--- config.mk ---
export PLATFORM = sky130hd
export DESIGN_NAME = pipeline_hazard_controller_flat
export DESIGN_NICKNAME = d
export VERILOG_FILES = /design/src/rtl/pipeline_hazard_controller_pkg.sv /design/src/rtl/pipeline_hazard_controller_if.sv /design/src/rtl/pipeline_hazard_controller_hazard_detect_unit.sv /design/src/rtl/pipeline_hazard_controller.sv /design/src/flat_wrapper.sv
export SDC_FILE = /design/constraint.sdc
export NUM_CORES = 1
export LEC_CHECK = 0
export ABC_CLOCK_PERIOD_IN_PS = 2000
export CAP_MARGIN = 5
export CELL_PAD_IN_SITES_DETAIL_PLACEMENT = 1
export CELL_PAD_IN_SITES_GLOBAL_PLACEMENT = 1
export CORE_MARGIN = 5
export CORE_UTILIZATION = 31
export DETAILED_ROUTE_END_ITERATION = 7
export PLACE_DENSITY = 0.87
export SYNTH_ARGS = -nofsm -noshare
export SYNTH_HDL_FRONTEND = slang
export SYNTH_HIERARCHICAL = 1
export SYNTH_SLANG_ARGS = --single-unit
--- constraint.sdc ---
create_clock -name clk -period 2 [get_ports clk]
set_clock_uncertainty 0.15 [all_clocks]
set_input_delay 0.3 -clock clk [delete_from_list [all_inputs] [get_ports clk]]
set_output_delay 0.3 -clock clk [all_outputs]
set_load 0.01 [all_outputs]
--- src/rtl/pipeline_hazard_controller_pkg.sv ---
// Shared definitions for the pipeline hazard controller: FSM state encoding,
// ARM register-index width and the PC register index.
package pipeline_hazard_controller_pkg;

    typedef logic [1:0] state_t;

    localparam state_t ST_RUN      = 2'd0;
    localparam state_t ST_MEM_WAIT = 2'd1;
    localparam state_t ST_DRAIN    = 2'd2;
    localparam state_t ST_HALTED   = 2'd3;

    localparam int ARM_REG_W = 4;
    localparam logic [ARM_REG_W-1:0] PC_REG = 4'd15;

endpackage

--- src/rtl/pipeline_hazard_controller_if.sv ---
// Datapath <-> hazard controller bundle. The datapath side (master) drives the
// hazard inputs and consumes the per-stage enables/flushes; the controller is
// the slave. The perf counter outputs exist only with HAZARD_PERF_COUNTERS_EN.
interface pipeline_hazard_controller_if
    import pipeline_hazard_controller_pkg::*;
#(
    parameter int REG_ADDR_W = ARM_REG_W,
    parameter int CNT_W      = 16
) ();
    logic [REG_ADDR_W-1:0] id_rn;
    logic [REG_ADDR_W-1:0] id_rm;
    logic                  id_rn_used;
    logic                  id_rm_used;
    logic                  ex_load;
    logic [REG_ADDR_W-1:0] ex_rd;
    logic                  branch_taken;
    logic                  mem_req;
    logic                  mem_ready;
    logic                  halt_req;

    logic pc_en;
    logic if_id_en;
    logic if_id_flush;
    logic id_ex_en;
    logic id_ex_flush;
    logic ex_mem_en;
    logic mem_wb_en;
    logic mem_wb_flush;
    logic halt_ack;
    logic mem_timeout_err;
`ifdef HAZARD_PERF_COUNTERS_EN
    logic [CNT_W-1:0] stall_cycles;
    logic [CNT_W-1:0] flush_events;
    logic [CNT_W-1:0] wait_cycles;
`endif

    modport master (
        output id_rn, id_rm, id_rn_used, id_rm_used, ex_load, ex_rd,
        output branch_taken, mem_req, mem_ready, halt_req,
        input  pc_en, if_id_en, if_id_flush, id_ex_en, id_ex_flush,
        input  ex_mem_en, mem_wb_en, mem_wb_flush, halt_ack, mem_timeout_err
`ifdef HAZARD_PERF_COUNTERS_EN
        , input stall_cycles, flush_events, wait_cycles
`endif
    );

    modport slave (
        input  id_rn, id_rm, id_rn_used, id_rm_used, ex_load, ex_rd,
        input  branch_taken, mem_req, mem_ready, halt_req,
        output pc_en, if_id_en, if_id_flush, id_ex_en, id_ex_flush,
        output ex_mem_en, mem_wb_en, mem_wb_flush, halt_ack, mem_timeout_err
`ifdef HAZARD_PERF_COUNTERS_EN
        , output stall_cycles, flush_events, wait_cycles
`endif
    );

endinterface

--- src/rtl/pipeline_hazard_controller_hazard_detect_unit.sv ---
// Load-use detector: flags when the load in EX writes a register that the
// instruction in ID actually reads. Purely combinational.
module hazard_detect_unit
    import pipeline_hazard_controller_pkg::*;
#(
    parameter int REG_ADDR_W = ARM_REG_W
) (
    input  logic                  ex_load,
    input  logic [REG_ADDR_W-1:0] ex_rd,
    input  logic [REG_ADDR_W-1:0] id_rn,
    input  logic [REG_ADDR_W-1:0] id_rm,
    input  logic                  id_rn_used,
    input  logic                  id_rm_used,
    output logic                  load_use
);

    assign load_use = ex_load && ((id_rn_used && (id_rn == ex_rd)) ||
                                  (id_rm_used && (id_rm == ex_rd)));

endmodule

--- src/rtl/pipeline_hazard_controller.sv ---
// Pipeline hazard controller: per-stage enable/flush generation for load-use
// stalls, taken-branch flushes, data-memory waits and a halt/drain handshake.
// Optional build macro: HAZARD_PERF_COUNTERS_EN adds saturating stall/flush/wait
// event counters on the interface.
//
// state     | meaning
// ----------+------------------------------------------------------------
// RUN       | normal issue; hazards resolved by priority
// MEM_WAIT  | data memory stalled; returns to ret_state when the access ends
// DRAIN     | fetch stopped, pipeline emptying toward halt
// HALTED    | pipeline empty, halt_ack high until halt_req drops
module pipeline_hazard_controller
    import pipeline_hazard_controller_pkg::*;
#(
    parameter int REG_ADDR_W   = ARM_REG_W,
    parameter int DRAIN_CYCLES = 4,
    parameter int MEM_TIMEOUT  = 16,
    parameter int CNT_W        = 16
) (
    input  logic clk,
    input  logic reset,
    pipeline_hazard_controller_if.slave hz
);

    localparam int DRAIN_W = (DRAIN_CYCLES > 1) ? $clog2(DRAIN_CYCLES) : 1;
    localparam int WAIT_W  = $clog2(MEM_TIMEOUT + 1);
    localparam logic [DRAIN_W-1:0] DRAIN_LAST = DRAIN_W'(DRAIN_CYCLES - 1);
    localparam logic [WAIT_W-1:0]  WAIT_MAX   = WAIT_W'(MEM_TIMEOUT);
    localparam logic [WAIT_W-1:0]  WAIT_LAST  = WAIT_W'(MEM_TIMEOUT - 1);

    state_t state, state_nxt;
    state_t ret_state, ret_nxt;
    logic [DRAIN_W-1:0] drain_cnt, drain_nxt;
    logic [WAIT_W-1:0]  wait_cnt;
    logic timeout_err;
    logic load_use;
    logic active;
    logic mem_wait;
    logic draining;

    hazard_detect_unit #(.REG_ADDR_W(REG_ADDR_W)) u_hdu (
        .ex_load    (hz.ex_load),
        .ex_rd      (hz.ex_rd),
        .id_rn      (hz.id_rn),
        .id_rm      (hz.id_rm),
        .id_rn_used (hz.id_rn_used),
        .id_rm_used (hz.id_rm_used),
        .load_use   (load_use)
    );

    assign active   = (state != ST_HALTED);
    assign mem_wait = active && hz.mem_req && !hz.mem_ready;
    // A wait that interrupted a drain keeps fetch stopped until the drain resumes.
    assign draining = (state == ST_DRAIN) ||
                      ((state == ST_MEM_WAIT) && (ret_state == ST_DRAIN));

    // Next-state, return-state and drain-count selection
    always_comb begin
        state_nxt = state;
        ret_nxt   = ret_state;
        drain_nxt = drain_cnt;
        case (state)
            ST_RUN: begin
                if (mem_wait) begin
                    state_nxt = ST_MEM_WAIT;
                    ret_nxt   = ST_RUN;
                end else if (hz.halt_req) begin
                    state_nxt = ST_DRAIN;
                    drain_nxt = '0;
                end
            end
            ST_MEM_WAIT: begin
                if (!mem_wait) begin
                    // The completing cycle advances the pipeline, so it counts as a drain step.
                    if (ret_state != ST_DRAIN) begin
                        state_nxt = ST_RUN;
                    end else if (!hz.halt_req) begin
                        state_nxt = ST_RUN;
                    end else if (drain_cnt == DRAIN_LAST) begin
                        state_nxt = ST_HALTED;
                    end else begin
                        state_nxt = ST_DRAIN;
                        drain_nxt = drain_cnt + 1'b1;
                    end
                end
            end
            ST_DRAIN: begin
                if (mem_wait) begin
                    state_nxt = ST_MEM_WAIT;
                    ret_nxt   = ST_DRAIN;
                end else if (!hz.halt_req) begin
                    state_nxt = ST_RUN;
                end else if (drain_cnt == DRAIN_LAST) begin
                    state_nxt = ST_HALTED;
                end else begin
                    drain_nxt = drain_cnt + 1'b1;
                end
            end
            ST_HALTED: begin
                if (!hz.halt_req) state_nxt = ST_RUN;
            end
            default: state_nxt = ST_RUN;
        endcase
    end

    // FSM, return-state and drain counter registers
    always_ff @(posedge clk or negedge reset) begin
        if (!reset) begin
            state     <= ST_RUN;
            ret_state <= ST_RUN;
            drain_cnt <= '0;
        end else begin
            state     <= state_nxt;
            ret_state <= ret_nxt;
            drain_cnt <= drain_nxt;
        end
    end

    // Memory wait counter and sticky timeout flag
    always_ff @(posedge clk or negedge reset) begin
        if (!reset) begin
            wait_cnt    <= '0;
            timeout_err <= 1'b0;
        end else if (mem_wait) begin
            if (wait_cnt != WAIT_MAX) wait_cnt <= wait_cnt + 1'b1;
            if (wait_cnt >= WAIT_LAST) timeout_err <= 1'b1;
        end else begin
            wait_cnt <= '0;
        end
    end

    assign hz.mem_timeout_err = timeout_err;

    // Per-stage controls: memory wait > taken branch > load-use, drain/halt overlays
    always_comb begin
        hz.pc_en        = 1'b1;
        hz.if_id_en     = 1'b1;
        hz.if_id_flush  = 1'b0;
        hz.id_ex_en     = 1'b1;
        hz.id_ex_flush  = 1'b0;
        hz.ex_mem_en    = 1'b1;
        hz.mem_wb_en    = 1'b1;
        hz.mem_wb_flush = 1'b0;
        hz.halt_ack     = 1'b0;
        if (!reset) begin
            hz.pc_en     = 1'b0;
            hz.if_id_en  = 1'b0;
            hz.id_ex_en  = 1'b0;
            hz.ex_mem_en = 1'b0;
            hz.mem_wb_en = 1'b0;
        end else if (state == ST_HALTED) begin
            hz.pc_en       = 1'b0;
            hz.if_id_flush = 1'b1;
            hz.halt_ack    = 1'b1;
        end else begin
            if (mem_wait) begin
                hz.pc_en        = 1'b0;
                hz.if_id_en     = 1'b0;
                hz.id_ex_en     = 1'b0;
                hz.ex_mem_en    = 1'b0;
                hz.mem_wb_flush = 1'b1;
            end else if (hz.branch_taken) begin
                hz.pc_en       = 1'b1;
                hz.if_id_flush = 1'b1;
                hz.id_ex_flush = 1'b1;
            end else if (load_use) begin
                hz.pc_en       = 1'b0;
                hz.if_id_en    = 1'b0;
                hz.id_ex_flush = 1'b1;
            end
            if (draining) begin
                // Only a resolved branch target may still load the PC while draining.
                hz.pc_en       = hz.branch_taken && !mem_wait;
                hz.if_id_flush = 1'b1;
            end
        end
    end

`ifdef HAZARD_PERF_COUNTERS_EN
    logic [CNT_W-1:0] stall_q, flush_q, wait_q;
    logic stall_ev, flush_ev;

    assign stall_ev = active && !mem_wait && !hz.branch_taken && load_use;
    assign flush_ev = active && !mem_wait && hz.branch_taken;

    // Saturating event counters
    always_ff @(posedge clk or negedge reset) begin
        if (!reset) begin
            stall_q <= '0;
            flush_q <= '0;
            wait_q  <= '0;
        end else begin
            if (stall_ev && (stall_q != '1)) stall_q <= stall_q + 1'b1;
            if (flush_ev && (flush_q != '1)) flush_q <= flush_q + 1'b1;
            if (mem_wait && (wait_q  != '1)) wait_q  <= wait_q + 1'b1;
        end
    end

    assign hz.stall_cycles = stall_q;
    assign hz.flush_events = flush_q;
    assign hz.wait_cycles  = wait_q;
`endif

endmodule

--- src/flat_wrapper.sv ---
// flat-port wrapper written by rule: the top's interface ports become plain ports
module pipeline_hazard_controller_flat import pipeline_hazard_controller_pkg::*;
#(
    parameter int REG_ADDR_W   = ARM_REG_W,
    parameter int DRAIN_CYCLES = 4,
    parameter int MEM_TIMEOUT  = 16,
    parameter int CNT_W        = 16
)
  (clk, reset, hz_id_rn, hz_id_rm, hz_id_rn_used, hz_id_rm_used, hz_ex_load, hz_ex_rd, hz_branch_taken, hz_mem_req, hz_mem_ready, hz_halt_req, hz_pc_en, hz_if_id_en, hz_if_id_flush, hz_id_ex_en, hz_id_ex_flush, hz_ex_mem_en, hz_mem_wb_en, hz_mem_wb_flush, hz_halt_ack, hz_mem_timeout_err);
  pipeline_hazard_controller_if #(.REG_ADDR_W(REG_ADDR_W), .CNT_W(CNT_W)) hz_i ();
  input  logic clk;
  input  logic reset;
  input wire logic [$bits(hz_i.id_rn)-1:0] hz_id_rn;
  input wire logic [$bits(hz_i.id_rm)-1:0] hz_id_rm;
  input wire logic [$bits(hz_i.id_rn_used)-1:0] hz_id_rn_used;
  input wire logic [$bits(hz_i.id_rm_used)-1:0] hz_id_rm_used;
  input wire logic [$bits(hz_i.ex_load)-1:0] hz_ex_load;
  input wire logic [$bits(hz_i.ex_rd)-1:0] hz_ex_rd;
  input wire logic [$bits(hz_i.branch_taken)-1:0] hz_branch_taken;
  input wire logic [$bits(hz_i.mem_req)-1:0] hz_mem_req;
  input wire logic [$bits(hz_i.mem_ready)-1:0] hz_mem_ready;
  input wire logic [$bits(hz_i.halt_req)-1:0] hz_halt_req;
  output wire logic [$bits(hz_i.pc_en)-1:0] hz_pc_en;
  output wire logic [$bits(hz_i.if_id_en)-1:0] hz_if_id_en;
  output wire logic [$bits(hz_i.if_id_flush)-1:0] hz_if_id_flush;
  output wire logic [$bits(hz_i.id_ex_en)-1:0] hz_id_ex_en;
  output wire logic [$bits(hz_i.id_ex_flush)-1:0] hz_id_ex_flush;
  output wire logic [$bits(hz_i.ex_mem_en)-1:0] hz_ex_mem_en;
  output wire logic [$bits(hz_i.mem_wb_en)-1:0] hz_mem_wb_en;
  output wire logic [$bits(hz_i.mem_wb_flush)-1:0] hz_mem_wb_flush;
  output wire logic [$bits(hz_i.halt_ack)-1:0] hz_halt_ack;
  output wire logic [$bits(hz_i.mem_timeout_err)-1:0] hz_mem_timeout_err;
  assign hz_i.id_rn = hz_id_rn;
  assign hz_i.id_rm = hz_id_rm;
  assign hz_i.id_rn_used = hz_id_rn_used;
  assign hz_i.id_rm_used = hz_id_rm_used;
  assign hz_i.ex_load = hz_ex_load;
  assign hz_i.ex_rd = hz_ex_rd;
  assign hz_i.branch_taken = hz_branch_taken;
  assign hz_i.mem_req = hz_mem_req;
  assign hz_i.mem_ready = hz_mem_ready;
  assign hz_i.halt_req = hz_halt_req;
  assign hz_pc_en = hz_i.pc_en;
  assign hz_if_id_en = hz_i.if_id_en;
  assign hz_if_id_flush = hz_i.if_id_flush;
  assign hz_id_ex_en = hz_i.id_ex_en;
  assign hz_id_ex_flush = hz_i.id_ex_flush;
  assign hz_ex_mem_en = hz_i.ex_mem_en;
  assign hz_mem_wb_en = hz_i.mem_wb_en;
  assign hz_mem_wb_flush = hz_i.mem_wb_flush;
  assign hz_halt_ack = hz_i.halt_ack;
  assign hz_mem_timeout_err = hz_i.mem_timeout_err;
  pipeline_hazard_controller #(.REG_ADDR_W(REG_ADDR_W), .DRAIN_CYCLES(DRAIN_CYCLES), .MEM_TIMEOUT(MEM_TIMEOUT), .CNT_W(CNT_W)) u_core (.clk(clk), .reset(reset), .hz(hz_i));
endmodule
* Yosys cells after proc, flatten, opt, wreduce, memory -nomap -nowiden
Index checks and enable logic that the tools add are counted.
** Cells by class
- Reductions and logical operators :: 18
- Add/sub/neg operators :: 2
- Equal/unequal tests :: 21
- Muxes and demuxes :: 51
- Order comparisons :: 1
** Operator list (number)
- $mux W2 :: 18
- $mux W1 :: 28
- $ne A2 B2 Y1 const B :: 9
- $mux W5 :: 2
- $eq A2 B2 Y1 const B :: 4
- $eq A4 B4 Y1 :: 2
- $pmux W2 S4 :: 1
- $logic_and A1 B1 Y1 :: 7
- $pmux W2 S3 :: 1
- $reduce_and A6 Y1 :: 1
- $add A5 B1 Y5 const B :: 1
- $ge A5 B4 Y1 const B :: 1
- $ne A5 B5 Y1 const B :: 1
- $ne A2 B1 Y1 const B :: 2
- $ne A4 B3 Y1 const B :: 1
- $pmux W2 S2 :: 1
- $reduce_and A4 Y1 :: 1
- $ne A3 B2 Y1 const B :: 1
- $reduce_and A3 Y1 :: 1
- $reduce_bool A3 Y1 :: 1
- $add A2 B1 Y2 const B :: 1
- $eq A2 B1 Y1 const B :: 1
- $logic_not A1 Y1 :: 2
- $logic_not A2 Y1 :: 1
- 3 further kinds :: 4
** Word-level totals
- Output and inout bits :: 10
- Flip-flop bits (word level) :: 12
- Logic and storage cells :: 98

* Longest topological paths before layout
Gate-level depths: netlist of run 1.
- Word-level depth :: 10
- Mapped depth :: 7

* Cells and area by module
Netlist of run 1, hierarchy kept.
** By module, submodules not included
- pipeline_hazard_controller :: cells an instance 88, area each 865.8 um^2, instances 1
- hazard_detect_unit :: cells an instance 12, area each 102.6 um^2, instances 1

* Worst setup path before layout of run 1
Ideal clock, no wire load.
- Path kind :: register -> output
- Start :: reg u_core.state[0]
- End :: out hz_id_ex_en
- Cell stages (with the launch flop) :: 7
- Path slack :: -0.025 ns
- Data required time :: 1.550 ns
- Data arrival time :: 1.575 ns
- Path through :: dfrtp_1 ha_1 buf_6 or3b_1 buf_2 and2_1 buf_4
** On the way
- Cells in the longest elaborated chain, start to end :: 6
- Elaborated cells between the ends (all ways) :: 7
- Classes of those cells :: 2 x eq/ne; 3 x mux; 2 x reduce/logical
** RTL lines
- from (decl) :: line pipeline_hazard_controller.sv:31 : state_t state, state_nxt;
- from (signal assigned) :: line pipeline_hazard_controller.sv:113 : state <= state_nxt;
- $ne A2 B2 Y1 :: line pipeline_hazard_controller.sv:51 : assign active = (state != ST_HALTED);
- $logic_and A1 B1 Y1 (2 in series) :: line pipeline_hazard_controller.sv:52 : assign mem_wait = active && hz.mem_req && !hz.mem_ready;
- $mux W1
- $mux W1 * (2 in series)
- to (decl) :: line flat_wrapper.sv:26 : output wire logic [$bits(hz_i.id_ex_en)-1:0] hz_id_ex_en;
Mark *: on every way between the ends. The rest lies on a longest branch, timed or not.

* Worst setup path after layout of run 1
- Start :: reg u_core.state[0]
- End :: out hz_if_id_en
** On the way
- Cells in the longest elaborated chain, start to end :: 6
- Elaborated cells between the ends (all ways) :: 7
- Classes of those cells :: 2 x eq/ne; 3 x mux; 2 x reduce/logical
** RTL lines
- $ne A2 B2 Y1 :: line pipeline_hazard_controller.sv:51
- $logic_and A1 B1 Y1 (2 in series) :: line pipeline_hazard_controller.sv:52
- $mux W1 :: line pipeline_hazard_controller.sv:156 : if (mem_wait) begin
- $mux W1 * :: line pipeline_hazard_controller.sv:151 : end else if (state == ST_HALTED) begin
- $mux W1 * :: line pipeline_hazard_controller.sv:145 : if (!reset) begin
- to (decl) :: line flat_wrapper.sv:24 : output wire logic [$bits(hz_i.if_id_en)-1:0] hz_if_id_en;
Marked as above.

==> impl_metrics.py, run 1 <==
metrics = {
    "sta": {
        "setup_ws_ps": -207,
        "drv_slew": 0,
        "min_period_ps": 2210,
        "hold_viol": 0,
        "finalCritPeriodShare_pct": 110,
        "setup_viol_count_final": 10,
        "slew_headroom_pct": 64.8,
        "rsz0062_at_grt": "true",
        "hold_slack_ps": 388,
        "fmax_mhz": 453,
        "worst-slew-pin-transition_ps": 526,
    },
    "synthesis": {
        "synthArstFlopShare_pct": 100,
        "syn_nets": 131,
        "synth-edff-count": 0,
        "yosys_warnings": 6,
        "ys_ff_latch": 11,
        "ys_seq_area_share_pct": 28.4,
        "synth_area_um2": 968,
        "synth_ff_type": "dfrtp_1",
        "post_synth.cell_area_avg_um2": 9.68,
        "synth_cell_types": 40,
        "synth_cells": 100,
    },
    "global_routing": {
        "grt_first_pass_wirelength_um": 5420,
        "grtUsageTotal_pct": 16.9,
        "grt_pass1_vias": 1077,
        "grt_max_degree": 10,
        "antenna_found_initial": 1,
        "grt_overflow": 0,
    },
    "worst_setup_path": {
        "worstSetupEndpointType": "primary output",
        "slowest_delay_ps": 450,
        "cp_top_family": "flip-flops",
        "crit_slowest_cell": "dfrtp_2",
        "cp_data_arrival_time_ps": 1760,
        "crit_fanout": 3,
        "cp.buffers_inverters": 3,
        "startpoint_type": "flip-flop",
        "critPathRequiredTime_ps": 1550,
        "path_cells": "ha_4 > nor3b_4 > buf_6 > buf_4 > a21oi_1 > o21a_1 > buf_2",
        "crit_type": "reg2out",
    },
    "pwr": {
        "power.leakage_nw": 0.755,
        "p_comb_share_pct": 66.2,
        "power_density_nw_per_um2": 938,
        "power.share.clock_pct": 11.2,
        "seq_power_share_pct": 22.6,
        "switching_share_pct": 39.9,
        "vdd_ir_drop_max_uv": 412,
        "power.total_mw": 1.49,
        "switching_power_uw": 594,
        "intPower_uw": 895,
    },
    "clocking": {
        "cts_tree": "built",
        "clk_path_buf_depth": 2,
        "cts-buffers-inserted": 3,
        "htreeDepth": 1,
        "clock-root-buffer": "clkbuf_4",
        "insertion_delay_ps": 290,
        "cts.sinks": 11,
        "clkSlewWorstSetupHoldPaths_ps": 80,
    },
    "detailed_routing": {
        "route.detailed.drc": 0,
        "wl_um": 3890,
        "first_pass_iters": 4,
        "final_antenna_net_count": 0,
        "wl_per_cell_um": 19.5,
        "drt-initial-drc-count": 51,
        "via_per_inst": 4.89,
        "via_count": 978,
    },
    "floorplanning": {
        "die_y_um": 65.9,
        "die-area_um2": 4340,
        "die_width_um": 65.9,
        "initial_utilization_pct": 32.0,
        "core-area_um2": 3030,
        "io_pins": 31,
        "rows": 20,
    },
    "placement": {
        "hpwl_um": 2430,
        "placed_area_um2": 1440,
        "portBuffers": 30,
        "place_congestion": 0.782,
        "dp.cells": 189,
    },
    "min_path": {
        "hold_path_class": "reg2reg",
    },
    "run": {
        "cap_violations": 0,
    },
    "finish": {
        "final_common_cell": "buf_4",
        "layout_common_cells": "buf_4, inv_1, dfrtp_1",
        "final_area_um2": 1590,
        "num-nets-final": 187,
        "instances_no_fill": 200,
        "drive_gt1_share_pct": 49.0,
        "area_delta_synth_final_pct": 64.0,
    },
    "status": {
        "violations": "negative setup slack",
        "outcome": "complete, but fails checks",
    },
}
==> Yosys cell counts, drive strengths merged (2+ instances only) <==
cell    count  area, µm²
o21a        3       22.5
nand4       2       12.5
ha         10        125
nor2        5       18.8
dfrtp      11        275
nand3       3       15.0
and2        4       26.3
xor2        7       61.3
nand2       3       11.3
xnor2       4       35.0
inv        10       37.5
nor3        3       15.0
mux2i       2       20.0
buf         4       31.3
o21ai       3       18.8
a221oi      2       23.8
a21oi       5       28.8
mux2        3       33.8
nor3b       2       26.3
nand2b      2       12.5
==> what timing repair did <==
item	CTS	global route
resized for setup	75	22
setup buffers	4	3
pin swaps	11	11
hold buffers	0	1
endpoints found under the hold margin	0	11
endpoints found under the setup margin	10	12
==> kinds of logic after synthesis <==
kind of cell	share of synthesized area [%]
AO/OA/AOI/OAI	15.4
XOR/XNOR	9.95
flip-flops	28.4
adder cells (fa/ha/maj)	12.9
AND/OR/NAND/NOR	20.7
multiplexers	5.56
buffers and inverters	7.11
==> worst reg2reg max path, cell delays in order (launching register included) <==
cell      delay, ps
dfrtp_2         450
ha_4            190
nor3b_4         230
buf_6           140
buf_4           140
a21oi_2          50
a221oi_4        270
mux2_4          330
==> worst paths after layout <==
path | start | endpoint | slack, ps | depth (start not counted)
min in group asynchronous | reset | u_core/wait_cnt[4]$_DFFE_PN0P_ | 430 | 3
max in group asynchronous | reset | u_core/state[1]$_DFFE_PN0P_ | 1090 | 3
max reg2reg | u_core/state[0]$_DFFE_PN0P_ | u_core/state[0]$_DFFE_PN0P_ | -70 | 7
min | u_core/hz.mem_timeout_err$_DFFE_PN0P_ | u_core/hz.mem_timeout_err$_DFFE_PN0P_ | 390 | 1
max | u_core/state[0]$_DFFE_PN0P_ | hz_if_id_en | -210 | 7
min reg2reg | u_core/hz.mem_timeout_err$_DFFE_PN0P_ | u_core/hz.mem_timeout_err$_DFFE_PN0P_ | 390 | 1
==> state kept, by name (all words and copies together), names as in the netlist <==
| register | flops |
|---|---|
| u_core/drain_cnt | 2 |
| u_core/hz.mem_timeout_err | 1 |
| u_core/ret_state | 1 |
| u_core/state | 2 |
| u_core/wait_cnt | 5 |
==> final cells by class <==
class | instances | area (µm²)
fillers | 340 | 1440
flip-flops and latches | 11 | 278
well taps | 44 | 55.1
clock buffers | 3 | 22.5
diodes | 1 | 2.50
inverters | 10 | 37.5
repair buffers | 55 | 445
clock inverters | 1 | 5.00
multi-input cells | 75 | 742
==> metrics by stage <==
step           setup TNS (ps)  utilization [%]  setup slack [ps]
2_1_floorplan               0                -              13.2
3_3_place_gp            -3120             47.5              -548
3_5_place_dp            -3860             47.5              -649
4_1_cts                  -506             51.8              -155
5_1_grt                 -1840             52.4              -268
6_report                -1360             52.4              -207
==> power by group through the flow <==
stage	clock network [mW]	registers [mW]	logic, mW
after detailed placement	0	0.318	0.824
after global routing	0.182	0.343	1.06
after CTS	0.168	0.333	0.911
after floorplan	0	0.318	0.454
final	0.167	0.336	0.986
after global placement	0	0.311	0.772
==> metal layers <==
layer / vias to the layer above / track usage (%) / share of wire, %
met5: - / 0 / 0
met4: 0 / 6.74 / 4.2
met3: 10 / 3.57 / 3.8
met2: 30 / 32.7 / 54
met1: 483 / 17.2 / 38
li1: 455 / - / -
(Power assumes the default switching activity.)
==> run 2, diff against run 1 <==
--- a/config.mk
+++ b/config.mk
@@ -5,14 +5,14 @@
 export SDC_FILE = /design/constraint.sdc
 export NUM_CORES = 1
 export LEC_CHECK = 0
-export ABC_CLOCK_PERIOD_IN_PS = 2000
+export ABC_CLOCK_PERIOD_IN_PS = 2800
 export CAP_MARGIN = 5
 export CELL_PAD_IN_SITES_DETAIL_PLACEMENT = 1
 export CELL_PAD_IN_SITES_GLOBAL_PLACEMENT = 1
 export CORE_MARGIN = 5
-export CORE_UTILIZATION = 31
+export CORE_UTILIZATION = 25
 export DETAILED_ROUTE_END_ITERATION = 7
-export PLACE_DENSITY = 0.87
+export PLACE_DENSITY = 0.72
 export SYNTH_ARGS = -nofsm -noshare
 export SYNTH_HDL_FRONTEND = slang
 export SYNTH_HIERARCHICAL = 1
==> constraint.sdc (replaced) <==
create_clock -name clk -period 2.8 [get_ports clk]
set_clock_uncertainty 0.15 [all_clocks]
set_input_delay 0.42 -clock clk [delete_from_list [all_inputs] [get_ports clk]]
set_output_delay 0.42 -clock clk [all_outputs]
set_load 0.01 [all_outputs]
==> run 2 against run 1 <==
  * The flow now finishes without violations
  * Power shrank 42%
  * Combinational power shrank 52%
  * Die area grew 20%
  * Flip-flop and latch count is the same
  * Critical path depth grew 1
  * Register-to-register slack gained 790 ps
  * Cell count shrank 8.5%
  * Critical endpoint unchanged
  * Global-route usage shrank 6.5 points
  * Clock-buffer cell count grew 1
  * Sequential share of layout area grew 2.3 points
==> impl_metrics.py, run 2 (synthesis results as in run 1) <==
metrics = {
    "status": {
        "outcome": "complete, no violations",
    },
    "clocking": {
        "hold_buffers": 0,
        "clock-root-buffer": "clkbuf_8",
        "cts-buffers-inserted": 3,
        "cts_tree": "built",
        "cts.sinks": 11,
        "insertion_delay_ps": 240,
        "clkSlewWorstSetupHoldPaths_ps": 50,
        "clk_path_buf_depth": 2,
        "htreeDepth": 1,
    },
    "placement": {
        "placed_area_um2": 1330,
        "portBuffers": 30,
        "hpwl_um": 2120,
        "preCtsSetupSlack_ps": -47.5,
        "place_congestion": 0.714,
    },
    "worst_setup_path": {
        "rr_worst_depth": 6,
        "crit_path_end": "hz_if_id_en",
        "reg2reg_from": "u_core/state[0]$_DFFE_PN0P_",
        "worstReg2RegEnd": "u_core/state[1]$_DFFE_PN0P_",
        "crit_fanout": 2,
        "crit_type": "in2out",
        "crit_start": "hz_id_rm[2]",
        "startpoint_type": "primary input",
        "ff2ff_setup_slack_ps": 720,
        "critPathRequiredTime_ps": 2230,
        "worstSetupEndpointType": "primary output",
        "cp_data_arrival_time_ps": 2200,
    },
    "floorplanning": {
        "die_width_um": 72.2,
        "die_y_um": 72.2,
        "io_pins": 31,
        "rows": 22,
        "die-area_um2": 5220,
        "initial_utilization_pct": 26.1,
        "core-area_um2": 3720,
    },
    "finish": {
        "layout_common_cells": "clkdlybuf4s50_1, inv_1, dfrtp_1",
        "largest_register": "u_core/wait_cnt",
        "final_common_cell": "clkdlybuf4s50_1",
        "largest_reg_flops": 5,
        "final_area_um2": 1400,
        "drive_gt1_share_pct": 17.8,
        "area_delta_synth_final_pct": 44.6,
        "multi_input_area_um2": 638,
        "regArea_um2": 277,
        "diodes": 0,
        "reg_top3": "u_core/wait_cnt: 5 flops, u_core/drain_cnt: 2 flops, u_core/state: 2 flops",
        "num-nets-final": 167,
        "fillers": 438,
    },
    "detailed_routing": {
        "drt-initial-drc-count": 26,
        "via_per_inst": 4.78,
        "final_antenna_net_count": 0,
        "wl_per_cell_um": 14.4,
        "route.detailed.drc": 0,
        "via_count": 874,
        "first_pass_iters": 4,
        "wl_um": 2630,
    },
    "global_routing": {
        "grt_overflow": 0,
        "grt_first_pass_wirelength_um": 4320,
        "grt_pass1_vias": 949,
        "antenna_found_initial": 0,
        "grt_max_degree": 18,
        "grtUsageTotal_pct": 10.4,
    },
    "sta": {
        "fmax_mhz": 361,
        "hold_slack_ps": 334,
        "setup_viol_count_final": 0,
        "hold_viol": 0,
        "worst-slew-pin-transition_ps": 521,
        "finalCritPeriodShare_pct": 98.9,
        "drv_slew": 0,
        "slew_headroom_pct": 65.2,
        "setup_ws_ps": 31.9,
        "min_period_ps": 2770,
    },
    "min_path": {
        "hold_path_class": "reg2reg",
    },
    "pwr": {
        "power.leakage_nw": 0.633,
        "power.share.clock_pct": 18.3,
        "seq_power_share_pct": 27.5,
        "power.total_uw": 868,
        "p_comb_share_pct": 54.1,
        "intPower_uw": 539,
        "vdd_ir_drop_max_uv": 156,
        "power_density_nw_per_um2": 620,
        "switching_power_uw": 329,
        "switching_share_pct": 37.9,
    },
    "run": {
        "cap_violations": 0,
    },
}
==> run 2: changes by cell type in the layout (fill, tap and decap cells not counted), moves of 3 or more <==
cell and change:
xor2_2 -3, buf_6 -7, clkbuf_8 +3, clkbuf_2 -8, xor2_1 +3, clkdlybuf4s50_1 +18
buf_2 -4, clkbuf_4 -3, buf_4 -16
==> run 2: repair_timing <==
action / in CTS / in global routing
setup endpoints to repair: 3 / 2
setup buffers: 0 / 1
pin swaps: 0 / 3
gates resized for setup: 3 / 5
==> run 2: layout make-up <==
| cell class | count | share of cell area [%] |
|---|---|---|
| inverters | 10 | 2.68 |
| well taps | 48 | 4.29 |
| clock buffers | 4 | 3.22 |
| multi-input cells | 75 | 45.6 |
| flip-flops and latches | 11 | 19.7 |
| repair buffers | 35 | 24.5 |
==> run 2: worst min-delay path by stage <==
stage,from,endpoint,slack (ps),cells past startpoint
final,u_core/hz.mem_timeout_err$_DFFE_PN0P_,u_core/hz.mem_timeout_err$_DFFE_PN0P_,330,1
after floorplan,reset,u_core/drain_cnt[0]$_DFFE_PN0P_,-30,0
after global placement,u_core/hz.mem_timeout_err$_DFFE_PN0P_,u_core/hz.mem_timeout_err$_DFFE_PN0P_,300,1
after global routing,u_core/hz.mem_timeout_err$_DFFE_PN0P_,u_core/hz.mem_timeout_err$_DFFE_PN0P_,370,1
after detailed placement,u_core/hz.mem_timeout_err$_DFFE_PN0P_,u_core/hz.mem_timeout_err$_DFFE_PN0P_,330,1
after CTS,u_core/hz.mem_timeout_err$_DFFE_PN0P_,u_core/hz.mem_timeout_err$_DFFE_PN0P_,340,1
==> run 2: metrics by stage <==
step / utilization (%) / instances / TNS (ps)
finish: 37.7 / 183 / 0
CTS: 36.9 / 182 / 0
detailed placement: 35.7 / 178 / -53.8
floorplan: - / 100 / 0
global route: 37.7 / 183 / -1.59
global placement: 35.7 / 178 / 0
==> run 2: power groups by stage <==
stage	clock network, mW	registers (mW)	logic, mW
after global routing	0.174	0.245	0.514
after detailed placement	0	0.239	0.467
final	0.159	0.239	0.470
after global placement	0	0.236	0.434
after CTS	0.166	0.238	0.472
after floorplan	0	0.227	0.323
==> run 2: critical path, stage by stage <==
cell and delay, ps:
clkdlybuf4s50_1 470, xnor2_1 120, nand3_1 130, o41ai_4 370, buf_4 170, a21oi_1 60, o21a_1 180, dlygate4sd2_1 280
==> run 2: per-layer routing <==
layer / up-vias / wire (µm) / part of all wire, % / global-route usage (%)
li1: 416 / - / - / -
met1: 437 / 1030 / 39 / 10.8
met2: 17 / 1470 / 56 / 20.6
met3: 4 / 103 / 3.9 / 1.66
met4: 0 / 32 / 1.2 / 3.55
met5: - / 0 / 0 / 0
==> run 3, diff against run 2 <==
--- a/config.mk
+++ b/config.mk
@@ -5,6 +5,7 @@
 export SDC_FILE = /design/constraint.sdc
 export NUM_CORES = 1
 export LEC_CHECK = 0
+export ABC_AREA = 1
 export ABC_CLOCK_PERIOD_IN_PS = 2800
 export CAP_MARGIN = 5
 export CELL_PAD_IN_SITES_DETAIL_PLACEMENT = 1
@@ -12,7 +13,8 @@
 export CORE_MARGIN = 5
 export CORE_UTILIZATION = 25
 export DETAILED_ROUTE_END_ITERATION = 7
-export PLACE_DENSITY = 0.72
+export HOLD_SLACK_MARGIN = 0.05
+export PLACE_DENSITY = 0.76
 export SYNTH_ARGS = -nofsm -noshare
 export SYNTH_HDL_FRONTEND = slang
 export SYNTH_HIERARCHICAL = 1
==> run 3 against run 2 <==
  * Combinational power decreased by 3%
  * Synthesized cell count increased by 52%
  * Power decreased by 2.2%
  * Clock power increased by 3%
  * Via count increased by 15%
  * Critical path depth increased by 3
  * Sequential share of layout area decreased by 0.42 points
  * Hold slack got worse by 59 ps
  * Global-route usage increased by 0.19 points
  * Sequential power decreased by 3%
  * Register-to-register slack improved by 350 ps
  * Area after synthesis increased by 3.9%
  * Critical endpoint unchanged
==> impl_metrics.py, run 3 <==
metrics = {
    "status": {
        "outcome": "complete, no violations",
    },
    "finish": {
        "fillers": 514,
        "final_common_cell": "nand2_1",
        "diodes": 0,
        "area_delta_synth_final_pct": 41.5,
        "layout_common_cells": "nand2_1, clkdlybuf4s50_1, inv_1",
        "reg_top3": "u_core/wait_cnt: 5 flops, u_core/drain_cnt: 2 flops, u_core/state: 2 flops",
        "num-nets-final": 219,
        "largest_register": "u_core/wait_cnt",
        "drive_gt1_share_pct": 8.02,
        "largest_reg_flops": 5,
        "multi_input_area_um2": 607,
        "regArea_um2": 275,
        "final_area_um2": 1420,
    },
    "floorplanning": {
        "die_width_um": 73.4,
        "die_y_um": 73.4,
        "die-area_um2": 5390,
        "rows": 23,
        "initial_utilization_pct": 25.5,
        "io_pins": 31,
        "core-area_um2": 3940,
    },
    "pwr": {
        "intPower_uw": 494,
        "power.share.clock_pct": 19.1,
        "switching_share_pct": 41.9,
        "switching_power_uw": 356,
        "power_density_nw_per_um2": 597,
        "vdd_ir_drop_max_uv": 168,
        "seq_power_share_pct": 27.3,
        "power.leakage_nw": 0.746,
        "p_comb_share_pct": 53.6,
    },
    "sta": {
        "setup_ws_ps": 224,
        "min_period_ps": 2580,
        "finalCritPeriodShare_pct": 92.0,
        "fmax_mhz": 388,
        "worst-slew-pin-transition_ps": 287,
        "hold_viol": 0,
        "rsz0062_at_grt": "false",
        "hold_slack_ps": 275,
        "setup_viol_count_final": 0,
        "slew_headroom_pct": 80.8,
        "drv_slew": 0,
    },
    "worst_setup_path": {
        "critPathRequiredTime_ps": 2230,
        "crit_type": "in2out",
        "cp_data_arrival_time_ps": 2010,
        "startpoint_type": "primary input",
        "crit_fanout": 3,
        "worstSetupEndpointType": "primary output",
    },
    "synthesis": {
        "synth_cells": 152,
        "synth_cell_types": 24,
        "synth.largest_area_cell": "dfrtp_1",
        "syn_nets": 183,
        "ys_ff_latch": 11,
        "synth.most_common_cell": "nand2_1",
        "synth_commonest_cells": "nand2_1, inv_1, nor2_1",
        "synthArstFlopShare_pct": 100,
        "post_synth.cell_area_avg_um2": 6.62,
        "synth_area_um2": 1010,
        "synth.top_cell.area_share_pct": 27.4,
        "ys_top_cells_by_area": "dfrtp_1, nand2_1, ha_1, inv_1, nor2_1",
        "synth_ff_type": "dfrtp_1",
        "yosys_warnings": 6,
        "ys_seq_area_share_pct": 27.4,
        "synth-edff-count": 0,
    },
    "clocking": {
        "cts.sinks": 11,
        "insertion_delay_ps": 240,
        "cts_setup_buffers": 0,
        "clkSlewWorstSetupHoldPaths_ps": 60,
        "htreeDepth": 1,
        "hold_buffers": 0,
        "cts-buffers-inserted": 3,
        "clk_path_buf_depth": 2,
        "clock-root-buffer": "clkbuf_8",
        "cts_tree": "built",
    },
    "global_routing": {
        "grt_max_degree": 13,
        "grt_overflow": 0,
        "grtUsageTotal_pct": 10.6,
        "antenna_found_initial": 0,
        "grt_first_pass_wirelength_um": 4530,
        "grt_pass1_vias": 1077,
    },
    "detailed_routing": {
        "via_per_inst": 4.26,
        "drt-initial-drc-count": 21,
        "first_pass_iters": 4,
        "via_count": 1009,
        "wl_per_cell_um": 10.6,
        "wl_um": 2520,
        "final_antenna_net_count": 0,
        "route.detailed.drc": 0,
    },
    "min_path": {
        "hold_path_class": "in2async",
    },
    "run": {
        "cap_violations": 0,
    },
    "placement": {
        "preCtsSetupSlack_ps": -37.8,
        "place_congestion": 0.755,
        "portBuffers": 30,
        "hpwl_um": 2170,
        "placed_area_um2": 1380,
    },
}
==> run 3: changes by cell type after synthesis, sizes merged, moves of 3 or more <==
cell	before	now
mux2	3	0
nor2	5	23
xor2	7	1
nand2	3	40
o21ai	3	6
inv	10	27
nand3	3	13
o21a	3	0
and2	4	0
==> run 3: worst paths after layout <==
path | cells after the start | end | slack (ps) | from
worst max-delay path | 11 | hz_if_id_en | 220 | hz_ex_rd[2]
worst min-delay path | 1 | u_core/state[0]$_DFFE_PN0P_ | 280 | reset
worst max register to register | 9 | u_core/state[0]$_DFFE_PN0P_ | 1070 | u_core/state[0]$_DFFE_PN0P_
worst min register to register | 1 | u_core/hz.mem_timeout_err$_DFFE_PN0P_ | 320 | u_core/hz.mem_timeout_err$_DFFE_PN0P_
max in group asynchronous | 3 | u_core/wait_cnt[0]$_DFFE_PN0P_ | 1690 | reset
min in group clk | 1 | u_core/hz.mem_timeout_err$_DFFE_PN0P_ | 320 | u_core/hz.mem_timeout_err$_DFFE_PN0P_
==> run 3: timing repair <==
action | CTS | global route
endpoints found under the hold margin | 0 | 0
pin swaps | 0 | 0
setup endpoints to repair | 2 | 2
gates resized for setup | 2 | 2
==> run 3: routing by layer <==
layer	vias up	GRT usage (%)	part of all wire (%)
met1	448	12.6	46
met5	-	0	0
met4	0	3.62	0.75
met2	21	18.4	46
met3	2	2.60	6.8
li1	538	-	-
==> run 3: metrics by stage <==
step	power (mW)	std cells	util (%)	setup TNS (ps)
CTS	0.864	237	36.0	0
global route	0.945	237	36.1	0
global placement	0.694	233	34.9	0
finish	0.849	237	36.1	0
floorplan	0.544	152	-	0
detailed placement	0.703	233	34.9	-47.8
==> run 3: final cells by class <==
| cell class | instances | share of cell area, % |
|---|---|---|
| Tap cell | 50 | 4.39 |
| Clock buffer | 4 | 3.16 |
| Inverter | 27 | 7.12 |
| Sequential cell | 11 | 19.3 |
| Multi-Input combinational cell | 111 | 42.6 |
| Timing Repair Buffer | 34 | 23.4 |
==> run 3: worst max-delay path, cell delays in order <==
cell	delay, ps
clkdlybuf4s50_1	510
nand2_1	60
inv_1	50
nor2_1	40
nor2_1	100
nand3_1	90
a21oi_2	140
inv_1	70
o21ai_0	140
o21ai_0	90
dlygate4sd2_1	290
==> run 3: power groups by stage <==
stage               Clock, mW  Sequential (mW)  Combinational, mW
finish                  0.163            0.232              0.455
global route            0.174            0.239              0.532
CTS                     0.165            0.232              0.468
detailed placement          0            0.235              0.468
global placement            0            0.233              0.461
floorplan                   0            0.223              0.322
==> run 3: cells by family after synthesis <==
| family | count (synthesis) | synth area share, % |
|---|---|---|
| adder cells (fa/ha/maj) | 10 | 12.4 |
| buffers and inverters | 30 | 12.3 |
| flip-flops | 11 | 27.4 |
| AO/OA/AOI/OAI | 17 | 10.2 |
| AND/OR/NAND/NOR | 81 | 35.1 |
| XOR/XNOR | 3 | 2.61 |
